$ cat config.mk
export PLATFORM = sky130hd
export DESIGN_NAME = nx_nibble_alu_flat
export DESIGN_NICKNAME = d
export VERILOG_FILES = /design/src/rtl/nx_nibble_alu_pkg.sv /design/src/rtl/nx_nibble_alu_if.sv /design/src/rtl/nx_nibble_alu_add4.sv /design/src/rtl/nx_nibble_alu.sv /design/src/flat_wrapper.sv
export SDC_FILE = /design/constraint.sdc
export NUM_CORES = 1
export LEC_CHECK = 0
export CAP_MARGIN = 20
export CORE_UTILIZATION = 67
export DETAILED_ROUTE_END_ITERATION = 8
export DONT_BUFFER_PORTS = 1
export PLACE_DENSITY = 0.87
export RECOVER_POWER = 50
export SYNTH_ARGS = -nofsm -noshare
export SYNTH_HDL_FRONTEND = slang
export SYNTH_SLANG_ARGS = --single-unit
$ cat constraint.sdc
create_clock -name clk -period 3.3 [get_ports clk]
set_clock_uncertainty 0.15 [all_clocks]
set_input_delay 0.66 -clock clk [delete_from_list [all_inputs] [get_ports clk]]
set_output_delay 0.66 -clock clk [all_outputs]
set_load 0.03 [all_outputs]
$ cat src/rtl/nx_nibble_alu_pkg.sv
// Shared types and sizing helpers for the nibble-serial add/subtract engine.
package nx_nibble_alu_pkg;

  typedef enum logic [1:0] {
    IDLE = 2'd0,
    RUN  = 2'd1,
    DONE = 2'd2
  } state_t;

  localparam int unsigned NIB = 4;

  function automatic int unsigned round_up4(input int unsigned n);
    return ((n + NIB - 1) / NIB) * NIB;
  endfunction

  function automatic int unsigned nibbles(input int unsigned n);
    return round_up4(n) / NIB;
  endfunction

endpackage

$ cat src/rtl/nx_nibble_alu_if.sv
// Operand/result handshake bundle for nx_nibble_alu.
interface nx_nibble_alu_if #(
  parameter int unsigned WIDTH = 32
);
  logic             in_valid;
  logic             in_ready;
  logic [WIDTH-1:0] a;
  logic [WIDTH-1:0] b;
  logic             ci;
  logic             bi;
  logic             out_valid;
  logic             out_ready;
  logic [WIDTH-1:0] y;
  logic [WIDTH-1:0] x;
  logic             co;
  logic             v;

  modport master (
    output in_valid, a, b, ci, bi, out_ready,
    input  in_ready, out_valid, y, x, co, v
  );

  modport slave (
    input  in_valid, a, b, ci, bi, out_ready,
    output in_ready, out_valid, y, x, co, v
  );
endinterface

$ cat src/rtl/nx_nibble_alu_add4.sv
// Combinational 4-bit carry-chain slice exposing every per-bit carry out.
module nx_nibble_add4
  import nx_nibble_alu_pkg::*;
(
  input  logic [NIB-1:0] a4,
  input  logic [NIB-1:0] b4,
  input  logic           cin,
  output logic [NIB-1:0] s4,
  output logic [NIB-1:0] p4,
  output logic [NIB:1]   c
);
  localparam int unsigned SW = NIB + 1;

  logic [NIB:0] sum;

  assign p4  = a4 ^ b4;
  assign sum = SW'(a4) + SW'(b4) + SW'(cin);
  assign s4  = sum[NIB-1:0];
  // Carry into bit i is recovered as sum[i] ^ p[i]; the top carry is the sum MSB.
  assign c   = {sum[NIB], sum[NIB-1:1] ^ p4[NIB-1:1]};
endmodule

$ cat src/rtl/nx_nibble_alu.sv
// Time-folded WIDTH-bit add/subtract: one 4-bit slice reused per clock, carry held in cr.
module nx_nibble_alu
  import nx_nibble_alu_pkg::*;
#(
  parameter int unsigned WIDTH = 32
) (
  input  logic           clk,
  input  logic           rst_n,
  nx_nibble_alu_if.slave bus
);
  localparam int unsigned NW      = round_up4(WIDTH);
  localparam int unsigned N       = nibbles(WIDTH);
  localparam int unsigned KW      = (N > 1) ? $clog2(N) : 1;
  localparam int unsigned MSB_BIT = (WIDTH - 1) % NIB;

  state_t          state, state_n;
  logic [KW-1:0]   k;
  logic            cr;
  logic [NW-1:0]   opa, opb, y_sh, x_sh;
  logic            co_q, v_q, out_valid_q;
  logic [WIDTH-1:0] b_eff;
  logic [NIB-1:0]  s4, p4, c4;
  logic [NIB:0]    cfull;
  logic            accept, last, out_valid_n;

  assign b_eff = bus.bi ? ~bus.b : bus.b;
  assign cfull = {c4, cr};

  nx_nibble_add4 u_slice (
    .a4  (opa[NIB-1:0]),
    .b4  (opb[NIB-1:0]),
    .cin (cr),
    .s4  (s4),
    .p4  (p4),
    .c   (c4)
  );

  // Next-state and control decode.
  always_comb begin
    state_n     = state;
    accept      = 1'b0;
    last        = 1'b0;
    out_valid_n = 1'b0;
    case (state)
      IDLE: if (bus.in_valid) begin
        accept  = 1'b1;
        state_n = RUN;
      end
      RUN: begin
        last = (k == KW'(N - 1));
        if (last) state_n = DONE;
      end
      DONE: if (bus.out_ready) state_n = IDLE;
      default: state_n = IDLE;
    endcase
    out_valid_n = (state_n == DONE);
  end

  // Operands shift down one nibble per RUN cycle; results shift in from the top,
  // so after N cycles nibble 0 lands in bits [3:0] and pad nibbles sit above WIDTH.
  always_ff @(posedge clk or negedge rst_n) begin
    if (!rst_n) begin
      state       <= IDLE;
      out_valid_q <= 1'b0;
      k           <= '0;
      cr          <= 1'b0;
      opa         <= '0;
      opb         <= '0;
      y_sh        <= '0;
      x_sh        <= '0;
      co_q        <= 1'b0;
      v_q         <= 1'b0;
    end else begin
      state       <= state_n;
      out_valid_q <= out_valid_n;
      if (accept) begin
        opa <= NW'(bus.a);
        opb <= NW'(b_eff);
        cr  <= bus.ci;
        k   <= '0;
      end else if (state == RUN) begin
        opa  <= opa >> NIB;
        opb  <= opb >> NIB;
        cr   <= c4[NIB-1];
        k    <= k + KW'(1);
        y_sh <= NW'({s4, y_sh} >> NIB);
        x_sh <= NW'({p4, x_sh} >> NIB);
        // The MSB nibble is always the last; pick carries at bit WIDTH-1, not the slice top.
        if (last) begin
          co_q <= cfull[MSB_BIT+1];
          v_q  <= cfull[MSB_BIT+1] ^ cfull[MSB_BIT];
        end
      end
    end
  end

  assign bus.in_ready  = (state == IDLE);
  assign bus.out_valid = out_valid_q;
  assign bus.y         = y_sh[WIDTH-1:0];
  assign bus.x         = x_sh[WIDTH-1:0];
  assign bus.co        = co_q;
  assign bus.v         = v_q;
endmodule

$ cat src/flat_wrapper.sv
// flat-port wrapper written by rule: the top's interface ports become plain ports
module nx_nibble_alu_flat import nx_nibble_alu_pkg::*;
#(
  parameter int unsigned WIDTH = 32
)
  (clk, rst_n, bus_in_valid, bus_a, bus_b, bus_ci, bus_bi, bus_out_ready, bus_in_ready, bus_out_valid, bus_y, bus_x, bus_co, bus_v);
  nx_nibble_alu_if #(.WIDTH(WIDTH)) bus_i ();
  input  logic clk;
  input  logic rst_n;
  input wire logic [$bits(bus_i.in_valid)-1:0] bus_in_valid;
  input wire logic [$bits(bus_i.a)-1:0] bus_a;
  input wire logic [$bits(bus_i.b)-1:0] bus_b;
  input wire logic [$bits(bus_i.ci)-1:0] bus_ci;
  input wire logic [$bits(bus_i.bi)-1:0] bus_bi;
  input wire logic [$bits(bus_i.out_ready)-1:0] bus_out_ready;
  output wire logic [$bits(bus_i.in_ready)-1:0] bus_in_ready;
  output wire logic [$bits(bus_i.out_valid)-1:0] bus_out_valid;
  output wire logic [$bits(bus_i.y)-1:0] bus_y;
  output wire logic [$bits(bus_i.x)-1:0] bus_x;
  output wire logic [$bits(bus_i.co)-1:0] bus_co;
  output wire logic [$bits(bus_i.v)-1:0] bus_v;
  assign bus_i.in_valid = bus_in_valid;
  assign bus_i.a = bus_a;
  assign bus_i.b = bus_b;
  assign bus_i.ci = bus_ci;
  assign bus_i.bi = bus_bi;
  assign bus_i.out_ready = bus_out_ready;
  assign bus_in_ready = bus_i.in_ready;
  assign bus_out_valid = bus_i.out_valid;
  assign bus_y = bus_i.y;
  assign bus_x = bus_i.x;
  assign bus_co = bus_i.co;
  assign bus_v = bus_i.v;
  nx_nibble_alu #(.WIDTH(WIDTH)) u_core (.clk(clk), .rst_n(rst_n), .bus(bus_i));
endmodule
### Word-level counts from Yosys, hierarchy flattened

Cells that the tools add are included.
Widths: inputs -> output; s select.

* register bits: 137
* output and inout bits: 68
* logic and storage cells: 42

* add/sub/neg operators: 3
* equality and inequality tests: 4
* mux-type cells: 16
* bitwise operators: 5
* reduce and logical (&&, ||, !) cells: 4

Operators by type and width (number)
* $mux 32: 5
* $not 32->32: 1
* $mux 2: 3
* $mux 3: 2
* $pmux 2 s3: 1
* $add 4x4->5: 1
* $add 5x1->5: 1
* $mux 1: 5
* $eq 2x2->1 const B: 2
* $xor 4x4->4: 1
* $add 3x1->3 const B: 1
* $eq 3x3->1 const B: 1
* $reduce_and 3->1: 1
* $xor 3x3->3: 1
* $eq 2x1->1 const B: 1
* $logic_not 2->1: 1
* $reduce_and 2->1: 1
* $reduce_bool 2->1: 1
* $not 1->1: 1
* $xor 1x1->1: 1

### Logic depth before layout (Yosys ltp)

Gate-level depths: netlist of the first run.

* depth in word-level cells: 4
* mapped depth: 7
* gate-level depth less buffers: 7

### Hierarchy

From an unflattened synthesis of the first run, not the netlist that was laid out.

* cell total of the unflattened synthesis: 609
* area, all modules: 5891.9 µm²

By module, submodules not included
* nx_nibble_alu: times used 1, cells an instance 589, area an instance 5720.5 µm², seq. area each 3428.3 µm²
* nx_nibble_add4: times used 1, cells an instance 20, area an instance 171.4 µm², seq. area each 0.0 µm²

### Worst setup path before layout of the first run

No wires, ideal clock.

* kind: flip-flop to flip-flop
* from: register u_core.opb[0]
* to: register u_core.v_q, in the netlist u_core.bus.v
* library setup time: 0.083 ns
* arrival time: 1.790 ns
* slack: 1.278 ns
* stages on the path, launching flop included: 8
* buffers on the path: 0
* clock period less this slack: 2.022 ns
* path through: dfrtp_1 inv_1 fa_1 fa_1 nand2b_1 o2bb2ai_1 xor2_1 o21ai_0

* word-level cells in the longest chain between the ends: 4

RTL lines
* from (decl): line nx_nibble_alu.sv:19 `logic [NW-1:0] opa, opb, y_sh, x_sh;`
* from (signal assigned): line nx_nibble_alu.sv:78 `opb <= NW'(b_eff);`
* from (signal assigned): line nx_nibble_alu.sv:83 `opb <= opb >> NIB;`
* $add 4x4->5 (*): line nx_nibble_alu_add4.sv:17 `assign sum = SW'(a4) + SW'(b4) + SW'(cin);`
* $add 5x1->5 (*): line nx_nibble_alu_add4.sv:17
* $xor 3x3->3: line nx_nibble_alu_add4.sv:20 `assign c = {sum[NIB], sum[NIB-1:1] ^ p4[NIB-1:1]};`
* $xor 1x1->1 (*): line nx_nibble_alu.sv:91 `v_q <= cfull[MSB_BIT+1] ^ cfull[MSB_BIT];`
* to (signal assigned): line nx_nibble_alu.sv:91
* to (decl): line nx_nibble_alu.sv:20 `logic co_q, v_q, out_valid_q;`

Mark *: on every way between the ends. The rest lies on a longest branch, timed or not.
A chain may end at the register's enable or synchronous reset.

### Worst setup path in the final report of the first run

* from: register u_core.state[0]
* to: register u_core.co_q, in the netlist u_core.bus.co

* word-level cells in the longest chain between the ends: 4

RTL lines
* from (decl): line nx_nibble_alu.sv:16 `state_t state, state_n;`
* from (signal assigned): line nx_nibble_alu.sv:74 `state <= state_n;`
* $logic_not 2->1: line nx_nibble_alu.sv:44 `case (state)`
* $mux 1: line nx_nibble_alu.sv:44
* $not 1->1 (no line)
* $reduce_and 3->1 (no line) (*)
* to (signal assigned): line nx_nibble_alu.sv:90 `co_q <= cfull[MSB_BIT+1];`
* to (decl): line nx_nibble_alu.sv:20

Marked as above.

==> metrics.csv, run 1 <==
metric,value,unit
Worst-Skew Late Latency,0.52,ns
"Cell Area, Synth",5830,sq um
top-area cell type share of the netlist area,58.8,%
"area leader, netlist",dfrtp_1,
Die Ht,95.3,microns
drt first pass iters,5,
antenna diode count,0,
Worst Tran Pin Value,1.02,ns
largest family of logic cells by synthesized area,simple AND/OR/NAND/NOR gates,
Post-Synth Simple-Gate Area,19.7,%
compound-cell area share of the yosys netlist,10.6,%
final RePlAce weighted congestion,0.783,
area grow syn2layout,10.5,%
CTS Buf Count,17,
Post-CTS Resized,0,
Overflow after GRT,0,
number of synthesized register bits,137,
final worst-path cycle share,70.7,%
run status,"complete, but fails checks",
Hold WC Path Type,in -> async,
Leak,3.20,nW
H-tree Lvls,4,
Final Setup Violations,0,
Synth warnings,0,
worst rel slew slack,31.7,%
clock root cell,clkbuf_8,
DPL Wire Length,7.47,mm
critical path arrival,2.56,ns
pin count of the biggest net entering global routing,138,
# nets final,668,
initial core utilization,70.2,%
# rows,33,
Total GRT Usage,27.6,%
Die X,95.3,microns
Hold WS,-0.318,ns
initial antenna violation count,0,
endpoints failing hold,137,
average cell area after synthesis,9.67,sq um
core area,8300,sq um
CTS tree,done,
I/O Buffers,0,
share of cells above drive strength 1,6.97,%
Max Freq,429,MHz
Bufs on Longest Clock Path,2,
Synth area leaders,"dfrtp_1 (59%), nand2_1 (16%), a221o_1 (5.2%)",
Post-Syn Nets,681,
crit-path max FO,49,
total placed cells including tap cells,675,
"Reg clk slew, reported paths",0.06,ns
register area share after synthesis,58.8,%
Setup TNS,0,ns
number of top-level pins,138,
pwr dens,1190,nW/um^2
Critical Path Sink Type,flop,
Die Area,9080,sq um
first-pass GRT wire length,18.8,mm
failing checks,hold timing,
peak supply drop,697,uV
synthesized instance count,603,
Post-Route WL,11.9,mm
Adder-Cell Fraction of Synth Area,1.97,%
vias per cell,5.91,
Worst Path Required,3.53,ns
CP startpoint,u_core.state[0],
vias in the first global route,4065,
routed vias,4186,
Final Non-Filler Cells,708,
RSZ-0062 raised after global routing,false,
min Tclk post-route,2.33,ns
post-CTS setup buffer count,0,
DRT iter0 DRCs,256,
max-cap viol count,0,
post-synthesis mux area share,0,%
Netlist cell types,23,
xor and xnor area share after synthesis,5.26,%
WL/cell,16.8,microns
Setup CP Type,reg -> reg,
Slew Limit Fails,0,
Final ANT Viol Nets,0,
CTS sink cnt,137,
Setup crit start kind,flop,
RR Startpoint,u_core.state[0],
DRC errors left,0,
worst paths after layout:
kind	end	slack, ns	depth (start not counted)
max	u_core.bus.co	0.97	5
min	u_core.bus.y[6]	-0.32	0
max reg2reg	u_core.bus.co	0.97	5
min reg2reg	u_core.opa[6]	0.33	2
max in group asynchronous	u_core.opa[13]	3.15	0
min in group clk	u_core.opa[31]	0.12	2
worst max-delay path, cell delays in order (launching register included):
cell	delay, ns
dfrtp_1	0.39
nor2b_1	0.28
clkbuf_2	0.83
nand2_1	0.31
nand2_1	0.14
o21ai_0	0.10
Yosys cell counts, drive strengths merged:
library cell,instances
xor2,2
nor2,32
a21oi,1
o21ai,20
nand3,4
xnor2,33
dfrtp,137
nand2b,2
buf,22
a22oi,27
nand2,257
nor2b,1
inv,5
nor3,2
ha,6
clkbuf,18
nor3b,1
fa,2
a221o,30
o2bb2ai,1
cells by family after synthesis:
| logic type | Yosys count |
|---|---|
| AND/OR/NAND/NOR | 299 |
| XOR/XNOR | 35 |
| buffers and inverters | 45 |
| adder cells (fa/ha/maj) | 8 |
| AO/OA/AOI/OAI | 79 |
| flip-flops | 137 |
per-layer routing:
layer | track usage [%] | vias to the layer above | routed length [microns]
met2 | 45.2 | 161 | 5930
met3 | 9.33 | 24 | 1070
met4 | 12.6 | 0 | 240
li1 | - | 1955 | -
met5 | 0 | - | 0
met1 | 32.9 | 2046 | 4640
report_power, final:
| group | internal, mW | switching [mW] | total [mW] | leakage, nW |
|---|---|---|---|---|
| clock network | 1.14 | 0.744 | 1.88 | 0.286 |
| logic | 0.825 | 1.31 | 2.14 | 1.17 |
| registers | 2.41 | 1.24 | 3.65 | 1.74 |
final cells by class:
cell class              count  area (sq um)
clock buffers              19           442
fillers                   546          1860
repair buffers              8          75.1
well taps                 105           131
inverters                   5          18.8
clock inverters            13           158
multi-input cells         421          2190
flip-flops and latches    137          3430
cell usage in the layout, fill, tap and decap left out:
cell          n
a21oi_1       1
a221o_1      30
a22oi_1      27
buf_16        1
buf_4         5
bufinv_16     2
clkbuf_16    16
clkbuf_2      2
clkbuf_8      3
clkinv_4      2
clkinvlp_4    3
dfrtp_1     137
fa_1          2
ha_1          6
inv_1         5
inv_6         4
inv_8         2
nand2_1     256
nand2_2       1
nand2b_1      2
nand3_1       4
nor2_1       31
nor2_4        1
nor2b_1       1
nor3_1        2
nor3b_1       1
o21ai_0      20
o2bb2ai_1     1
xnor2_1      33
xor2_1        2
sequential cells by signal, summed over array words and instances (netlist names):
signal,cells
u_core.bus.x,32
u_core.state,2
u_core.k,3
u_core.bus.v,1
u_core.bus.out_valid,1
u_core.opa,32
u_core.opb,32
u_core.cr,1
u_core.bus.y,32
u_core.bus.co,1
per-stage QoR:
stage / total power [mW] / worst slack, ns / cell area (sq um) / util, %
3_5_place_dp: 5.78 / 0.887 / 5840 / 70.4
6_report: 7.67 / 0.967 / 6440 / 77.6
5_1_grt: 8.19 / 0.720 / 6440 / 77.6
3_3_place_gp: 5.62 / 0.996 / 5840 / 70.4
2_1_floorplan: 5.27 / 1.28 / 5830 / -
4_1_cts: 7.69 / 0.856 / 6440 / 77.6
(Power assumes the default switching activity.)
==> inputs of run 2 (changes only) <==
- ABC_AREA: unset -> 1
- CORE_UTILIZATION: 67 -> 57
- PLACE_DENSITY: 0.87 -> 0.79
- clock period: 3.3 -> 1.94 ns (I/O delays scaled with it)
==> run 2 against run 1 <==
Compared with the run above:
- clock-buffer cell count did not move
- highest routed layer unchanged
- critical endpoint is now u_core.bus.v
- largest power group unchanged
- setup slack got worse by 0.90 ns
- sequential power increased by 71%
- the run still ends with hold timing left
- first-iteration DRC count grew 55%
==> metrics.csv, run 2 <==
metric,value,unit,change
Worst Path Required,2.16,ns,-1.37 ns
failing checks,hold timing,,
drt first pass iters,5,,unchanged
initial antenna violation count,1,,+1
DPL Wire Length,7.95,mm,+6.4%
CTS sink cnt,137,,unchanged
CP Depth,9,,+4
"EDFF count, synth",0,,unchanged
average cell area after synthesis,9.26,sq um,-4.2%
"Reg clk slew, reported paths",0.06,ns,about the same
Final Non-Filler Cells,888,,+25%
share of cells above drive strength 1,7.59,%,+0.62 points
vias in the first global route,4940,,+22%
critical-path cell list,inv_1 -> fa_2 -> fa_2 -> inv_2 -> nand3_1 -> nand2_1 -> nand2_1 -> nand3_1 -> nand2_1,,
peak supply drop,909,uV,+30%
critical path arrival,2.09,ns,-0.47 ns
max-cap viol count,0,,unchanged
Die Area,10900,sq um,+20%
final worst-path cycle share,96.3,%,+26 points
Reg2Reg Setup Slack,0.07,ns,-0.90 ns
Synth warnings,0,,unchanged
Critical Path Max Stage Delay,0.38,ns,-0.45 ns
RR Startpoint,u_core.opa[0],,
multi-input logic area,2150,sq um,-1.9%
# nets final,816,,+22%
"area leader, netlist",dfrtp_1,,
Post-CTS Hold Buffers,99,,
final core occ,74.6,%,-3.0 points
initial core utilization,58.4,%,-12 points
top-count cell post-synth,nand2_1,,
vias per cell,5.42,,-8.4%
I/O Buffers,0,,unchanged
"Cell Area, Synth",5970,sq um,+2.5%
Hold WC Path Type,in -> async,,
Setup CP Type,reg -> reg,,
first-pass GRT wire length,24.0,mm,+27%
register area share after synthesis,57.4,%,-1.4 points
Synth Flop Type,dfrtp_1,,
pin count of the biggest net entering global routing,138,,unchanged
pwr dens,1820,nW/um^2,+52%
clock root cell,clkbuf_8,,
Bufs on Longest Clock Path,2,,unchanged
Synth top cells by count,"nand2_1 (247), dfrtp_1 (137), o21ai_0 (42)",,
area grow syn2layout,27.8,%,
Slew Limit Fails,0,,unchanged
CP startpoint,u_core.opa[0],,
Design Power,13.9,mW,+81%
cell family with most CP delay,adder cells,,
Netlist cell types,25,,+8.7%
CP max-delay cell,fa_2,,
total placed cells including tap cells,754,,+12%
"leading cell types in the layout, fill and taps excluded","nand2_1 (246), dfrtp_1 (137), dlygate4sd3_1 (99)",,
run status,"complete, but fails checks",,
Worst-Skew Late Latency,0.50,ns,-0.02 ns
worst setup path end,u_core.bus.v,,
Total GRT Usage,28.0,%,+0.45 points
Post-Syn Nets,723,,+6.2%
synthesized instance count,645,,+7.0%
worst path bufs/invs,2,,+1
most used cell along the critical path,nand2_1,,
CTS tree,done,,
Final ANT Viol Nets,0,,unchanged
filler instances,668,,+22%
# rows,37,,+12%
DRC errors left,0,,unchanged
"Async S/R FF share, synth",100,%,unchanged
top-area cell type share of the netlist area,57.4,%,-1.4 points
Post-Route WL,14.6,mm,+23%
CTS Buf Count,17,,unchanged
core area,10200,sq um,+23%
number of top-level pins,138,,unchanged
crit-path max FO,2,,-96%
Max Freq,535,MHz,+25%
RR Endpoint,u_core.bus.v,,
final RePlAce weighted congestion,0.895,,+14%
number of synthesized register bits,137,,unchanged
Setup TNS,0,ns,unchanged
DRT iter0 DRCs,396,,+55%
worst rel slew slack,67.7,%,+36 points
Hold WS,-0.566,ns,-0.248 ns
Die X,104,microns,+9.5%
Reg area,3430,sq um,unchanged
Setup crit start kind,flop,,
min Tclk post-route,1.87,ns,-0.465 ns
Worst Reg-to-Reg Cells,9,,+4
WL/cell,16.4,microns,-2.1%
routed vias,4809,,+15%
Leak,3.50,nW,+9.3%
Synth area leaders,"dfrtp_1 (57%), nand2_1 (16%), xnor2_1 (4.4%)",,
endpoints failing hold,137,,unchanged
Critical Path Sink Type,flop,,
most common library cell in the layout ignoring fill and taps,nand2_1,,
Die Ht,104,microns,+9.5%
Overflow after GRT,0,,unchanged
Final Setup Violations,0,,unchanged
H-tree Lvls,4,,unchanged
Worst Tran Pin Value,0.484,ns,-0.540 ns
-- run 2: cell count changes after synthesis, sizes merged, moves of 26 or more --
cell and change:
nor2 -26, o21ai +44, o211ai +31, inv +37, nand3 +27, a221o -30
a22oi -27
-- run 2: per-stage QoR --
step                cell area (sq um)  setup slack [ns]
floorplan                        5970            0.0968
global placement                 6000            0.0406
detailed placement               6000           -0.0845
CTS                              7610           0.00761
global route                     7630          -0.00592
finish                           7630            0.0720
-- run 2: cell type report --
cell class,instances,share of cell area [%]
timing repair buffer,110,14.6
antenna,1,0.0328
clock inverter,13,2.51
multi-input combinational,430,28.1
sequential,137,44.9
inverter,42,2.11
tap,136,2.23
clock buffer,19,5.52
-- run 2: power by group --
group	leakage, nW	switching, mW	internal [mW]
clock	0.290	1.22	2.11
sequential	1.74	2.11	4.13
combinational	1.47	2.64	1.65
-- run 2: worst min-delay path by stage --
stage                      from          endpoint  slack, ns  cells after the start
after floorplan           rst_n     u_core.bus.co      -0.06                      0
after global placement    rst_n  u_core.bus.x[19]      -0.05                      0
after detailed placement  rst_n  u_core.bus.x[23]      -0.05                      0
after CTS                 rst_n  u_core.bus.x[23]      -0.59                      0
after global routing      rst_n  u_core.bus.x[23]      -0.59                      0
final                     rst_n  u_core.bus.x[15]      -0.57                      0
-- run 2: timing repair --
action	CTS	global route
buffers inserted	0	2
endpoints found under the hold margin	205	137
pin swaps	0	3
gates resized for setup	2	4
setup endpoints to repair	3	3
-- run 2: cell families (layout without fill, tap and decap cells) --
| family | Yosys count | count (layout) | synth area share, % |
|---|---|---|---|
| and+or+nand+nor | 290 | 290 | 19.4 |
| DFF | 137 | 137 | 57.4 |
| AOI/OAI and AO/OA | 100 | 100 | 9.76 |
| buffers and inverters | 78 | 184 | 6.79 |
| xor gates and xnor gates | 32 | 32 | 4.69 |
| adders and majority gates | 8 | 8 | 1.93 |
| other | 0 | 1 | 0 |
-- run 2: worst reg2reg max path: cells and delay by family (launching register included) --
family / cells / cell delay, ns
AND/OR/NAND/NOR: 5 / 0.34
adder cells (fa/ha/maj): 2 / 0.76
buffers and inverters: 2 / 0.16
flip-flops: 1 / 0.35
-- run 2: per-layer routing --
layer	routed length [microns]	global-route usage (%)	share of wire (%)	vias to the layer above
met4	323	10.8	2.2	0
li1	-	-	-	2252
met1	5530	32.0	38	2340
met3	973	7.27	6.7	30
met5	0	0	0	-
met2	7750	50.1	53	187
==> inputs of run 3 (changes only) <==
- CELL_PAD_IN_SITES_DETAIL_PLACEMENT: unset -> 2
- CELL_PAD_IN_SITES_GLOBAL_PLACEMENT: unset -> 2
- CORE_UTILIZATION: 57 -> 34
- REMOVE_ABC_BUFFERS: unset -> 1
==> run 3 against run 2 <==
Compared with the run above:
- the flow still finishes with violations (hold timing)
- total power hardly changed
- via count is 5.3% lower
- fmax is 0.35% lower
- core utilization is 33 points lower
- clock-buffer cell count is 3 higher
- wire length is 8.4% higher
- cell area is 6.7% lower
- flip-flop and latch count stayed put
- worst hold slack better by 0.081 ns
- critical path depth stayed put
- clock power is 7.8% higher
- largest cell class unchanged
==> metrics.csv, run 3 (synthesized netlist as in run 2, its figures left out) <==
metric,value,unit,change
WL/cell,17.3,microns,+5.4%
drt first pass iters,4,,-1
final RePlAce weighted congestion,0.756,,-16%
Final ANT Viol Nets,0,,unchanged
first-pass GRT wire length,26.7,mm,+11%
"leading cell types in the layout, fill and taps excluded","nand2_1 (247), dfrtp_1 (137), o21ai_0 (44)",,
Max Freq,533,MHz,-0.35%
Clk network pwr share,25.8,%,+1.8 points
Critical Path Sink Type,flop,,
pwr dens,1950,nW/um^2,+7.2%
Setup crit start kind,flop,,
"Reg clk slew, reported paths",0.06,ns,about the same
worst rel slew slack,45.2,%,-22 points
Worst-Skew Late Latency,0.42,ns,-0.08 ns
DPL Wire Length,10.0,mm,+26%
vias per cell,4.99,,-7.9%
critical path arrival,2.03,ns,-0.06 ns
Slew Limit Fails,0,,unchanged
Combinational Power Share,29.3,%,-1.6 points
CTS tree,done,,
Post-Route WL,15.8,mm,+8.4%
routed vias,4553,,-5.3%
Design Power,13.9,mW,about the same
final core occ,41.3,%,-33 points
number of top-level pins,138,,unchanged
Setup CP Type,reg -> reg,,
critical-path cell list,inv_2 -> fa_2 -> fa_2 -> inv_2 -> nand3_1 -> nand2_1 -> nand2_1 -> nand3_1 -> nand2_1,,
"worst slack, placed",-0.0544,ns,+0.0301 ns
share of cells above drive strength 1,8.14,%,+0.55 points
Final Setup Violations,0,,unchanged
sequential power share,44.9,%,-0.2 points
crit-path max FO,3,,+1
worst path bufs/invs,2,,unchanged
Setup WS post-layout,0.0654,ns,-0.00657 ns
Hold WC Path Type,in -> async,,
core area,17200,sq um,+68%
peak supply drop,953,uV,+4.8%
area grow syn2layout,19.3,%,
Final Non-Filler Cells,913,,+2.8%
CTS sink cnt,137,,unchanged
failing checks,hold timing,,
pin count of the biggest net entering global routing,138,,unchanged
cell family with most CP delay,adder cells,,
RSZ-0062 raised after global routing,true,,
CP max-delay cell,fa_2,,
total placed cells including tap cells,843,,+12%
run status,"complete, but fails checks",,
CTS Buf Count,17,,unchanged
Die Ht,135,microns,+29%
Cell Int Power,7.88,mW,-0.11%
# nets final,753,,-7.7%
Total GRT Usage,19.0,%,-9.1 points
clock root cell,clkbuf_16,,
most common library cell in the layout ignoring fill and taps,nand2_1,,
antenna diode count,0,,-1
Critical Path Max Stage Delay,0.39,ns,about the same
initial core utilization,34.7,%,-24 points
initial antenna violation count,0,,-1
Worst Path Required,2.09,ns,-0.07 ns
max-cap viol count,0,,unchanged
# rows,48,,+30%
most used cell along the critical path,nand2_1,,
Hold WS,-0.485,ns,+0.0813 ns
final worst-path cycle share,96.6,%,+0.34 points
vias in the first global route,5214,,+5.5%
Leak,3.25,nW,-7.2%
Die Area,18100,sq um,+66%
Post-CTS Hold Buffers,37,,-63%
endpoints failing hold,137,,unchanged
DRT iter0 DRCs,148,,-63%
Bufs on Longest Clock Path,2,,unchanged
I/O Buffers,0,,unchanged
switching power,5.98,mW,+0.20%
Overflow after GRT,0,,unchanged
Die X,135,microns,+29%
Sw Share,43.1,%,+0.076 points
Worst Tran Pin Value,0.821,ns,+0.337 ns
min Tclk post-route,1.87,ns,+0.00657 ns
DRC errors left,0,,unchanged
H-tree Lvls,4,,unchanged
-- run 3: cell count changes in the layout (fill, tap and decap cells not counted), moves of 2 or more --
cell           delta
inv_6             -3
buf_12            -2
clkbuf_8          +4
o21ai_0           +2
o21ai_1           -2
dlygate4sd3_1    -62
-- run 3: timing repair --
item | 4_1_cts | 5_1_grt
endpoints found under the setup margin | 2 | 3
resized for setup | 2 | 4
setup buffers | 0 | 1
pin swaps | 0 | 7
hold endpoints to repair | 174 | 137
-- run 3: layer usage --
layer | share of wire, % | global-route usage [%]
met3 | 7.5 | 7.47
met5 | 0 | 0
met4 | 0.92 | 4.87
met1 | 41 | 21.4
met2 | 50 | 33.4
-- run 3: metrics by stage --
stage	TNS (ns)	instance area (sq um)	hold WS, ns
5_1_grt	-0.0239	7120	-0.517
4_1_cts	0	7120	-0.507
6_report	0	7120	-0.485
3_5_place_dp	-0.0678	6090	-0.0546
2_1_floorplan	-25.42	5730	-0.0576
3_3_place_gp	0	6090	-0.0547
-- run 3: final cells by class --
type | count | area, sq um
fill | 1878 | 10100
sequential | 137 | 3430
multi-input combinational | 430 | 2140
clock buffer | 22 | 494
timing repair buffer | 47 | 452
tap | 225 | 282
clock inverter | 10 | 163
inverter | 42 | 161
-- run 3: final timing paths --
path | startpoint | end | slack, ns | depth (start not counted)
max | u_core.opa[0] | u_core.bus.v | 0.07 | 9
min | rst_n | u_core.bus.y[6] | -0.48 | 0
max reg2reg | u_core.opa[0] | u_core.bus.v | 0.07 | 9
min reg2reg | u_core.k[2] | u_core.k[2] | 0.33 | 2
max in group asynchronous | rst_n | u_core.opb[4] | 1.90 | 0
min in group clk | bus_b[29] | u_core.opb[29] | 0.02 | 2
-- run 3: power by group through the flow --
stage | combinational (mW) | clock, mW | sequential [mW]
finish | 4.05 | 3.58 | 6.23
global route | 4.74 | 3.80 | 6.41
CTS | 4.18 | 3.67 | 6.26
detailed placement | 4.07 | 0 | 6.31
global placement | 3.74 | 0 | 6.20
floorplan | 2.88 | 0 | 5.96
